**src/rtl/wb32_to_wb8_bridge_if.sv**
```systemverilog
// -----------------------------------------------------------------------------
// wb32_to_wb8_bridge_if
// Bus bundle for the 32-bit to 8-bit Wishbone width bridge. It carries both the
// upstream (32-bit CPU side) and downstream (8-bit peripheral side) signals.
//   slave  modport : the bridge's view (I_* inputs, O_* outputs)
//   master modport : the environment's view (CPU master + byte-wide slave)
// Upstream  : I_wb_stb, I_wb_we, I_wb_adr, I_wb_sel, I_wb_dat, O_wb_ack, O_wb_err,
//             O_wb_dat
// Downstream: O_wb8_stb, O_wb8_we, O_wb8_adr, O_wb8_dat, I_wb8_ack, I_wb8_dat
// -----------------------------------------------------------------------------
interface wb32_to_wb8_bridge_if #(
   parameter int unsigned ADDR_WIDTH = 32
);
   logic                  I_wb_stb;
   logic                  I_wb_we;
   logic [ADDR_WIDTH-1:0] I_wb_adr;
   logic [3:0]            I_wb_sel;
   logic [31:0]           I_wb_dat;
   logic                  O_wb_ack;
   logic                  O_wb_err;
   logic [31:0]           O_wb_dat;
   logic                  O_wb8_stb;
   logic                  O_wb8_we;
   logic [ADDR_WIDTH-1:0] O_wb8_adr;
   logic [7:0]            O_wb8_dat;
   logic                  I_wb8_ack;
   logic [7:0]            I_wb8_dat;

   modport slave (
      input  I_wb_stb, I_wb_we, I_wb_adr, I_wb_sel, I_wb_dat, I_wb8_ack, I_wb8_dat,
      output O_wb_ack, O_wb_err, O_wb_dat, O_wb8_stb, O_wb8_we, O_wb8_adr, O_wb8_dat
   );

   modport master (
      output I_wb_stb, I_wb_we, I_wb_adr, I_wb_sel, I_wb_dat, I_wb8_ack, I_wb8_dat,
      input  O_wb_ack, O_wb_err, O_wb_dat, O_wb8_stb, O_wb8_we, O_wb8_adr, O_wb8_dat
   );
endinterface

```
**src/rtl/wb32_to_wb8_bridge.sv**
```systemverilog
// -----------------------------------------------------------------------------
// wb32_to_wb8_bridge
// Splits each 32-bit Wishbone access into one byte access per set select bit, in
// ascending lane order, and assembles read bytes into a word. A per-lane ack timeout
// (TIMEOUT_CYCLES, 0 = disabled) stops a dead slave from hanging the CPU; a timed-out
// lane reads 8'hFF and flags O_wb_err alongside O_wb_ack.
// Ports:
//   I_wb_clk  in  single clock for both sides
//   I_reset   in  asynchronous active-high reset
//   io_bus    bus upstream/downstream signals (slave modport of wb32_to_wb8_bridge_if)
// -----------------------------------------------------------------------------
module wb32_to_wb8_bridge #(
   parameter int unsigned ADDR_WIDTH     = 32,
   parameter int unsigned TIMEOUT_CYCLES = 255
) (
   input logic                 I_wb_clk,
   input logic                 I_reset,
   wb32_to_wb8_bridge_if.slave io_bus
);
   // Counter only has to hold 0..TIMEOUT_CYCLES-1: the lane is abandoned on the cycle
   // the count would reach TIMEOUT_CYCLES.
   localparam int unsigned CNT_W = (TIMEOUT_CYCLES > 1) ? $clog2(TIMEOUT_CYCLES) : 1;
   localparam logic [CNT_W-1:0] CNT_LAST =
      CNT_W'((TIMEOUT_CYCLES > 0) ? TIMEOUT_CYCLES - 1 : 0);
   localparam bit TO_EN = (TIMEOUT_CYCLES != 0);

   typedef enum logic [2:0] {StIdle, StIssue, StGap, StDone, StRecover} state_e;

   state_e                r_state, w_state_d;
   logic [ADDR_WIDTH-3:0] r_adr_hi;
   logic [3:0]            r_sel;
   logic [31:0]           r_wdat;
   logic                  r_we;
   logic [31:0]           r_rdat, w_rdat_d;
   logic                  r_err, w_err_d;
   logic [1:0]            r_lane, w_lane_d;
   logic [CNT_W-1:0]      r_cnt, w_cnt_d;
   logic                  r_wb8_stb;
   logic                  r_ack;
   logic                  r_ack_err;
   logic                  w_accept;
   logic                  w_first_vld, w_next_vld;
   logic [1:0]            w_first_lane, w_next_lane;
   logic                  w_unused_adr;

   assign w_unused_adr = ^io_bus.I_wb_adr[1:0];

   // Lowest set select bit of the incoming access.
   always_comb begin
      w_first_vld  = 1'b0;
      w_first_lane = 2'd0;
      for (int i = 3; i >= 0; i--) begin
         if (io_bus.I_wb_sel[i]) begin
            w_first_vld  = 1'b1;
            w_first_lane = 2'(i);
         end
      end
   end

   // Lowest captured select bit above the current lane.
   always_comb begin
      w_next_vld  = 1'b0;
      w_next_lane = 2'd0;
      for (int i = 3; i >= 0; i--) begin
         if (r_sel[i] && (i > int'(r_lane))) begin
            w_next_vld  = 1'b1;
            w_next_lane = 2'(i);
         end
      end
   end

   always_comb begin
      w_state_d = r_state;
      w_lane_d  = r_lane;
      w_cnt_d   = r_cnt;
      w_rdat_d  = r_rdat;
      w_err_d   = r_err;
      w_accept  = 1'b0;
      unique case (r_state)
         StIdle: begin
            if (io_bus.I_wb_stb) begin
               w_accept = 1'b1;
               w_rdat_d = '0;
               w_err_d  = 1'b0;
               w_cnt_d  = '0;
               if (w_first_vld) begin
                  w_state_d = StIssue;
                  w_lane_d  = w_first_lane;
               end else begin
                  w_state_d = StDone;
               end
            end
         end
         StIssue: begin
            w_cnt_d = r_cnt + 1'b1;
            if (io_bus.I_wb8_ack) begin
               if (!r_we) w_rdat_d[{r_lane, 3'b000} +: 8] = io_bus.I_wb8_dat;
               w_state_d = StGap;
            end else if (TO_EN && (r_cnt == CNT_LAST)) begin
               w_err_d = 1'b1;
               if (!r_we) w_rdat_d[{r_lane, 3'b000} +: 8] = 8'hFF;
               w_state_d = StGap;
            end
         end
         StGap: begin
            // Any ack seen here is the trailing ack of the previous lane.
            if (w_next_vld) begin
               w_state_d = StIssue;
               w_lane_d  = w_next_lane;
               w_cnt_d   = '0;
            end else begin
               w_state_d = StDone;
            end
         end
         StDone:    w_state_d = StRecover;
         StRecover: w_state_d = StIdle;
         default:   w_state_d = StIdle;
      endcase
   end

   always_ff @(posedge I_wb_clk or posedge I_reset) begin
      if (I_reset) begin
         r_state   <= StIdle;
         r_adr_hi  <= '0;
         r_sel     <= '0;
         r_wdat    <= '0;
         r_we      <= 1'b0;
         r_rdat    <= '0;
         r_err     <= 1'b0;
         r_lane    <= '0;
         r_cnt     <= '0;
         r_wb8_stb <= 1'b0;
         r_ack     <= 1'b0;
         r_ack_err <= 1'b0;
      end else begin
         r_state   <= w_state_d;
         r_rdat    <= w_rdat_d;
         r_err     <= w_err_d;
         r_lane    <= w_lane_d;
         r_cnt     <= w_cnt_d;
         r_wb8_stb <= (w_state_d == StIssue);
         r_ack     <= (w_state_d == StDone);
         r_ack_err <= (w_state_d == StDone) && w_err_d;
         if (w_accept) begin
            r_adr_hi <= io_bus.I_wb_adr[ADDR_WIDTH-1:2];
            r_sel    <= io_bus.I_wb_sel;
            r_wdat   <= io_bus.I_wb_dat;
            r_we     <= io_bus.I_wb_we;
         end
      end
   end

   // Downstream qualifiers are zero whenever no byte access is in flight.
   assign io_bus.O_wb8_stb = r_wb8_stb;
   assign io_bus.O_wb8_we  = r_wb8_stb & r_we;
   assign io_bus.O_wb8_adr = r_wb8_stb ? {r_adr_hi, r_lane} : '0;
   assign io_bus.O_wb8_dat = r_wb8_stb ? r_wdat[{r_lane, 3'b000} +: 8] : 8'h00;
   assign io_bus.O_wb_ack  = r_ack;
   assign io_bus.O_wb_err  = r_ack_err;
   assign io_bus.O_wb_dat  = r_rdat;
endmodule
```
**src/flat_wrapper.sv**
```systemverilog
// flat-port wrapper written by rule: the top's interface ports become plain ports
module wb32_to_wb8_bridge_flat 
#(
   parameter int unsigned ADDR_WIDTH     = 32,
   parameter int unsigned TIMEOUT_CYCLES = 255
)
  (I_wb_clk, I_reset, io_bus_I_wb_stb, io_bus_I_wb_we, io_bus_I_wb_adr, io_bus_I_wb_sel, io_bus_I_wb_dat, io_bus_I_wb8_ack, io_bus_I_wb8_dat, io_bus_O_wb_ack, io_bus_O_wb_err, io_bus_O_wb_dat, io_bus_O_wb8_stb, io_bus_O_wb8_we, io_bus_O_wb8_adr, io_bus_O_wb8_dat);
  wb32_to_wb8_bridge_if #(.ADDR_WIDTH(ADDR_WIDTH)) io_bus_i ();
  input logic I_wb_clk;
  input logic I_reset;
  input wire logic [$bits(io_bus_i.I_wb_stb)-1:0] io_bus_I_wb_stb;
  input wire logic [$bits(io_bus_i.I_wb_we)-1:0] io_bus_I_wb_we;
  input wire logic [$bits(io_bus_i.I_wb_adr)-1:0] io_bus_I_wb_adr;
  input wire logic [$bits(io_bus_i.I_wb_sel)-1:0] io_bus_I_wb_sel;
  input wire logic [$bits(io_bus_i.I_wb_dat)-1:0] io_bus_I_wb_dat;
  input wire logic [$bits(io_bus_i.I_wb8_ack)-1:0] io_bus_I_wb8_ack;
  input wire logic [$bits(io_bus_i.I_wb8_dat)-1:0] io_bus_I_wb8_dat;
  output wire logic [$bits(io_bus_i.O_wb_ack)-1:0] io_bus_O_wb_ack;
  output wire logic [$bits(io_bus_i.O_wb_err)-1:0] io_bus_O_wb_err;
  output wire logic [$bits(io_bus_i.O_wb_dat)-1:0] io_bus_O_wb_dat;
  output wire logic [$bits(io_bus_i.O_wb8_stb)-1:0] io_bus_O_wb8_stb;
  output wire logic [$bits(io_bus_i.O_wb8_we)-1:0] io_bus_O_wb8_we;
  output wire logic [$bits(io_bus_i.O_wb8_adr)-1:0] io_bus_O_wb8_adr;
  output wire logic [$bits(io_bus_i.O_wb8_dat)-1:0] io_bus_O_wb8_dat;
  assign io_bus_i.I_wb_stb = io_bus_I_wb_stb;
  assign io_bus_i.I_wb_we = io_bus_I_wb_we;
  assign io_bus_i.I_wb_adr = io_bus_I_wb_adr;
  assign io_bus_i.I_wb_sel = io_bus_I_wb_sel;
  assign io_bus_i.I_wb_dat = io_bus_I_wb_dat;
  assign io_bus_i.I_wb8_ack = io_bus_I_wb8_ack;
  assign io_bus_i.I_wb8_dat = io_bus_I_wb8_dat;
  assign io_bus_O_wb_ack = io_bus_i.O_wb_ack;
  assign io_bus_O_wb_err = io_bus_i.O_wb_err;
  assign io_bus_O_wb_dat = io_bus_i.O_wb_dat;
  assign io_bus_O_wb8_stb = io_bus_i.O_wb8_stb;
  assign io_bus_O_wb8_we = io_bus_i.O_wb8_we;
  assign io_bus_O_wb8_adr = io_bus_i.O_wb8_adr;
  assign io_bus_O_wb8_dat = io_bus_i.O_wb8_dat;
  wb32_to_wb8_bridge #(.ADDR_WIDTH(ADDR_WIDTH), .TIMEOUT_CYCLES(TIMEOUT_CYCLES)) u_core (.I_wb_clk(I_wb_clk), .I_reset(I_reset), .io_bus(io_bus_i));
endmodule
```
**config.mk**
```make
export PLATFORM = sky130hd
export DESIGN_NAME = wb32_to_wb8_bridge_flat
export DESIGN_NICKNAME = d
export VERILOG_FILES = /design/src/rtl/wb32_to_wb8_bridge_if.sv /design/src/rtl/wb32_to_wb8_bridge.sv /design/src/flat_wrapper.sv
export SDC_FILE = /design/constraint.sdc
export NUM_CORES = 1
export LEC_CHECK = 0
export ABC_AREA = 1
export ABC_CLOCK_PERIOD_IN_PS = 3330
export BUFFER_PORTS_ARGS = -buffer_cell sky130_fd_sc_hd__buf_2
export CORE_UTILIZATION = 53
export CTS_BUF_LIST = sky130_fd_sc_hd__clkbuf_8 sky130_fd_sc_hd__clkbuf_16
export CTS_CLUSTER_SIZE = 10
export DETAILED_ROUTE_END_ITERATION = 8
export GPL_TIMING_DRIVEN = 0
export PLACE_DENSITY = 0.8
export SLEW_MARGIN = 20
export SYNTH_ARGS = -nofsm -noshare
export SYNTH_HDL_FRONTEND = slang
export SYNTH_SLANG_ARGS = --single-unit
export TNS_END_PERCENT = 1
```
**constraint.sdc**
```tcl
create_clock -name I_wb_clk -period 3.33 [get_ports I_wb_clk]
set_input_delay 0 -clock I_wb_clk [delete_from_list [all_inputs] [get_ports I_wb_clk]]
set_output_delay 0 -clock I_wb_clk [all_outputs]
set_load 0.02 [all_outputs]
```
==> out/qor.yml <==
run_status:
  status: "finished, final reports clean"
layout:
  final_common_cell: "nand2_1"
  fillCellCount: 787
  num_antenna_cells: 0
  most-common-layout-cells: "364 x nand2_1, 159 x buf_2, 115 x dfrtp_1"
  utilization_pct: 76.10
  layout-drive-gt1-share_pct: 21.20
  finalNetCount: 1129
  syn_to_final_growth_pct: 40.28
yosys:
  async_reset_ff_share_pct: 100.0
  synth_simple_gate_area_share_pct: 33.55
  synth_edf_count: 0
  synth_top_family_by_area: "simple AND/OR/NAND/NOR gates"
  synth_area_sq_um: 5881
  synth_compound_gate_area_share_pct: 5.894
  yosysUniqueCellTypes: 30
  synth_nets: 876
  synthAdderAreaFrac_pct: 1.915
  ys_warn_count: 0
  synth_xor_area_share_pct: 0.1489
  synth_seq_area_share_pct: 48.94
  avgSynthCellArea_sq_um: 7.482
  syn_inst: 786
  synthFlopType: "dfrtp_1"
  synth-seq-cells: 115
  synthMuxAreaShare_pct: 0
route:
  viasPerCell: 5.168
  vias: 6160
  drtPass1Iterations: 5
  ant_nets: 0
  drt-wirelength-per-cell_um: 14.71
  wirelength_mm: 17.53
  drt_iter0_drc: 447
  drcViolationCount: 0
power_and_ir_drop:
  powerDensity_nw_per_um2: 875.5
  peakVddDrop_mv: 0.6724
  total_power_mw: 7.222
  power_leakage_nw: 4.791
sta:
  fin_crit_ps: 3093
  max_slew.worst_pin.slew_ps: 656.0
  slew-limit-headroom_pct: 56.26
  fmax_mhz: 323.3
  setup_viol: 0
  rsz0062_at_grt: "no"
  hold_viol: 0
  slew_violations: 0
  skew_ps: 17.28
  period_share_pct: 92.87
global_route:
  track_usage_pct: 32.29
  first_global_vias: 6094
  grt_pass1_wl_mm: 28.52
  grt_antenna_before_repair: 0
  grt_max_degree: 71
  grt_overflow: 0
die:
  fp.coreArea_sq_um: 10840
  placementRows: 38
  die_h_um: 107.3
  die_x_um: 107.3
  boundaryPins: 157
  initial_utilization_pct: 54.25
  dieArea_sq_um: 11520
clock_tree:
  root_buffer: "clkbuf_8"
  h-tree-depth: 4
  cts-buffers-inserted: 17
  insertion_delay_ps: 530
  clkSinkCount: 115
  cts_tree: "done"
  cts_setup_buffers: 0
  max-clock-path-buffers: 2
  path_clk_slew_ps: 60
setup_path:
  cp-start-kind: "register"
  endpoint_kind: "register"
  worst-setup-path-type: "register to register"
  slowest_stage: "dlygate4sd3_1"
  crit_chain: "clkbuf_4 -> inv_1 -> ha_1 -> nor2_1 -> nand2_1 -> nand2_1 -> nor2_1 -> nor2_1 -> nand3_1 -> dlygate4sd3_1 -> nand2_1 -> dlygate4sd3_1"
  critical_path_buf_inv_count: 4
  slowest_delay_ps: 560
  required_ps: 3780
  critPathMaxFanout: 10
  crit_family: "buffers and inverters"
  cp.arrival_ps: 3550
hold_path:
  hold_class: "primary input to async pin"
placed_design:
  hpwl_mm: 10.61
  place.gp.congestion: 0.9334
  port_buffers: 154
run:
  maxCapViolCount: 0
-- sequential cells by signal (all words and copies together) (netlist names) --
name and count:
u_core.io_bus.O_wb_dat 32, u_core.r_cnt 8, u_core.r_we 1, u_core.r_sel 3
u_core.io_bus.O_wb8_stb 1, u_core.io_bus.O_wb_err 1, u_core.r_err 1, u_core.r_wdat 32
u_core.r_lane 2, u_core.io_bus.O_wb_ack 1, u_core.r_state 3, u_core.r_adr_hi 30
-- report_power, final --
group	switching (mW)	internal, mW	leakage (nW)
Sequential	0.341	1.94	1.49
Clock	0.726	1.09	0.288
Combinational	2.11	1.02	3.01
Total	3.18	4.04	4.79
-- cells by family (layout without fill, tap and decap cells) --
logic type,after synthesis,count (layout)
buffers and inverters,124,390
adders and majority gates,9,9
DFF,115,115
AOI/OAI and AO/OA,63,63
xor gates and xnor gates,1,1
and+or+nand+nor,474,474
-- cell type report --
class	instances	area, sq um	share of cell area (%)
plain buffers	36	231.5	2.806
clock inverters	15	170.2	2.063
inverters	86	330.3	4.004
flip-flops and latches	115	2878	34.89
clock buffers	17	414.1	5.020
multi-input cells	547	2441	29.59
well taps	140	175.2	2.123
repair buffers	236	1609	19.51
-- metrics by stage --
step | instances | instance area [sq um] | setup TNS (ps) | hold WS, ps | worst slack [ps]
finish | 1192 | 8249 | 0 | 97.43 | 237.3
floorplan | 786 | 5881 | 0 | 109.6 | 285.9
CTS | 1194 | 8254 | 0 | 137.7 | 30.56
global route | 1192 | 8249 | 0 | 186.9 | 14.38
detailed placement | 1081 | 6859 | 0 | 143.2 | 619.7
global placement | 1080 | 6827 | -109630 | 193.7 | -957.7
-- what timing repair did --
| action | 4_1_cts | 5_1_grt |
|---|---|---|
| endpoints found under the hold margin | 166 | 0 |
| setup endpoints to repair | 0 | 2 |
| gates resized for setup | 0 | 1 |
| hold buffers | 81 | 0 |
-- layer usage --
metal / track usage [%] / share of wire [%]
met5: 0 / 0
met4: 13.60 / 2.3
met3: 7.324 / 7.0
met2: 55.85 / 50
met1: 38.69 / 40
-- cells in the mapped netlist, types with 5 or more instances --
library cell,count,share of area [%]
ha_1,9,1.9
inv_1,84,5.4
nand3_2,5,0.85
buf_4,11,1.4
nand3_1,35,3.0
a21oi_1,19,1.6
nand2_1,364,23
nand4_1,33,3.5
o211ai_1,8,1.0
buf_2,6,0.51
o21ai_0,34,2.9
dfrtp_1,115,49
clkbuf_1,14,0.89
nor2_1,27,1.7
-- worst paths after layout --
| kind | from | to | slack (ps) | depth (start not counted) |
|---|---|---|---|---|
| worst min-delay path | I_reset | u_core.r_adr_hi[18] | 100 | 3 |
| max in group asynchronous | I_reset | u_core.r_wdat[6] | 2560 | 4 |
| min in group I_wb_clk | io_bus_I_wb_adr[12] | u_core.r_adr_hi[10] | 210 | 4 |
| worst max register to register | u_core.r_lane[0] | u_core.r_lane[1] | 240 | 12 |
| worst max-delay path | u_core.r_lane[0] | u_core.r_lane[1] | 240 | 12 |
| worst min register to register | u_core.io_bus.O_wb_dat[17] | u_core.io_bus.O_wb_dat[17] | 470 | 2 |
-- worst reg2reg max path, stage by stage (launching register included) --
cell           delay [ps]
dfrtp_1               520
clkbuf_4              290
inv_1                 160
ha_1                  230
nor2_1                150
nand2_1                90
nand2_1                90
nor2_1                 50
nor2_1                180
nand3_1                90
dlygate4sd3_1         560
nand2_1                70
dlygate4sd3_1         540
Note: power is estimated with default switching activity, not from simulation.
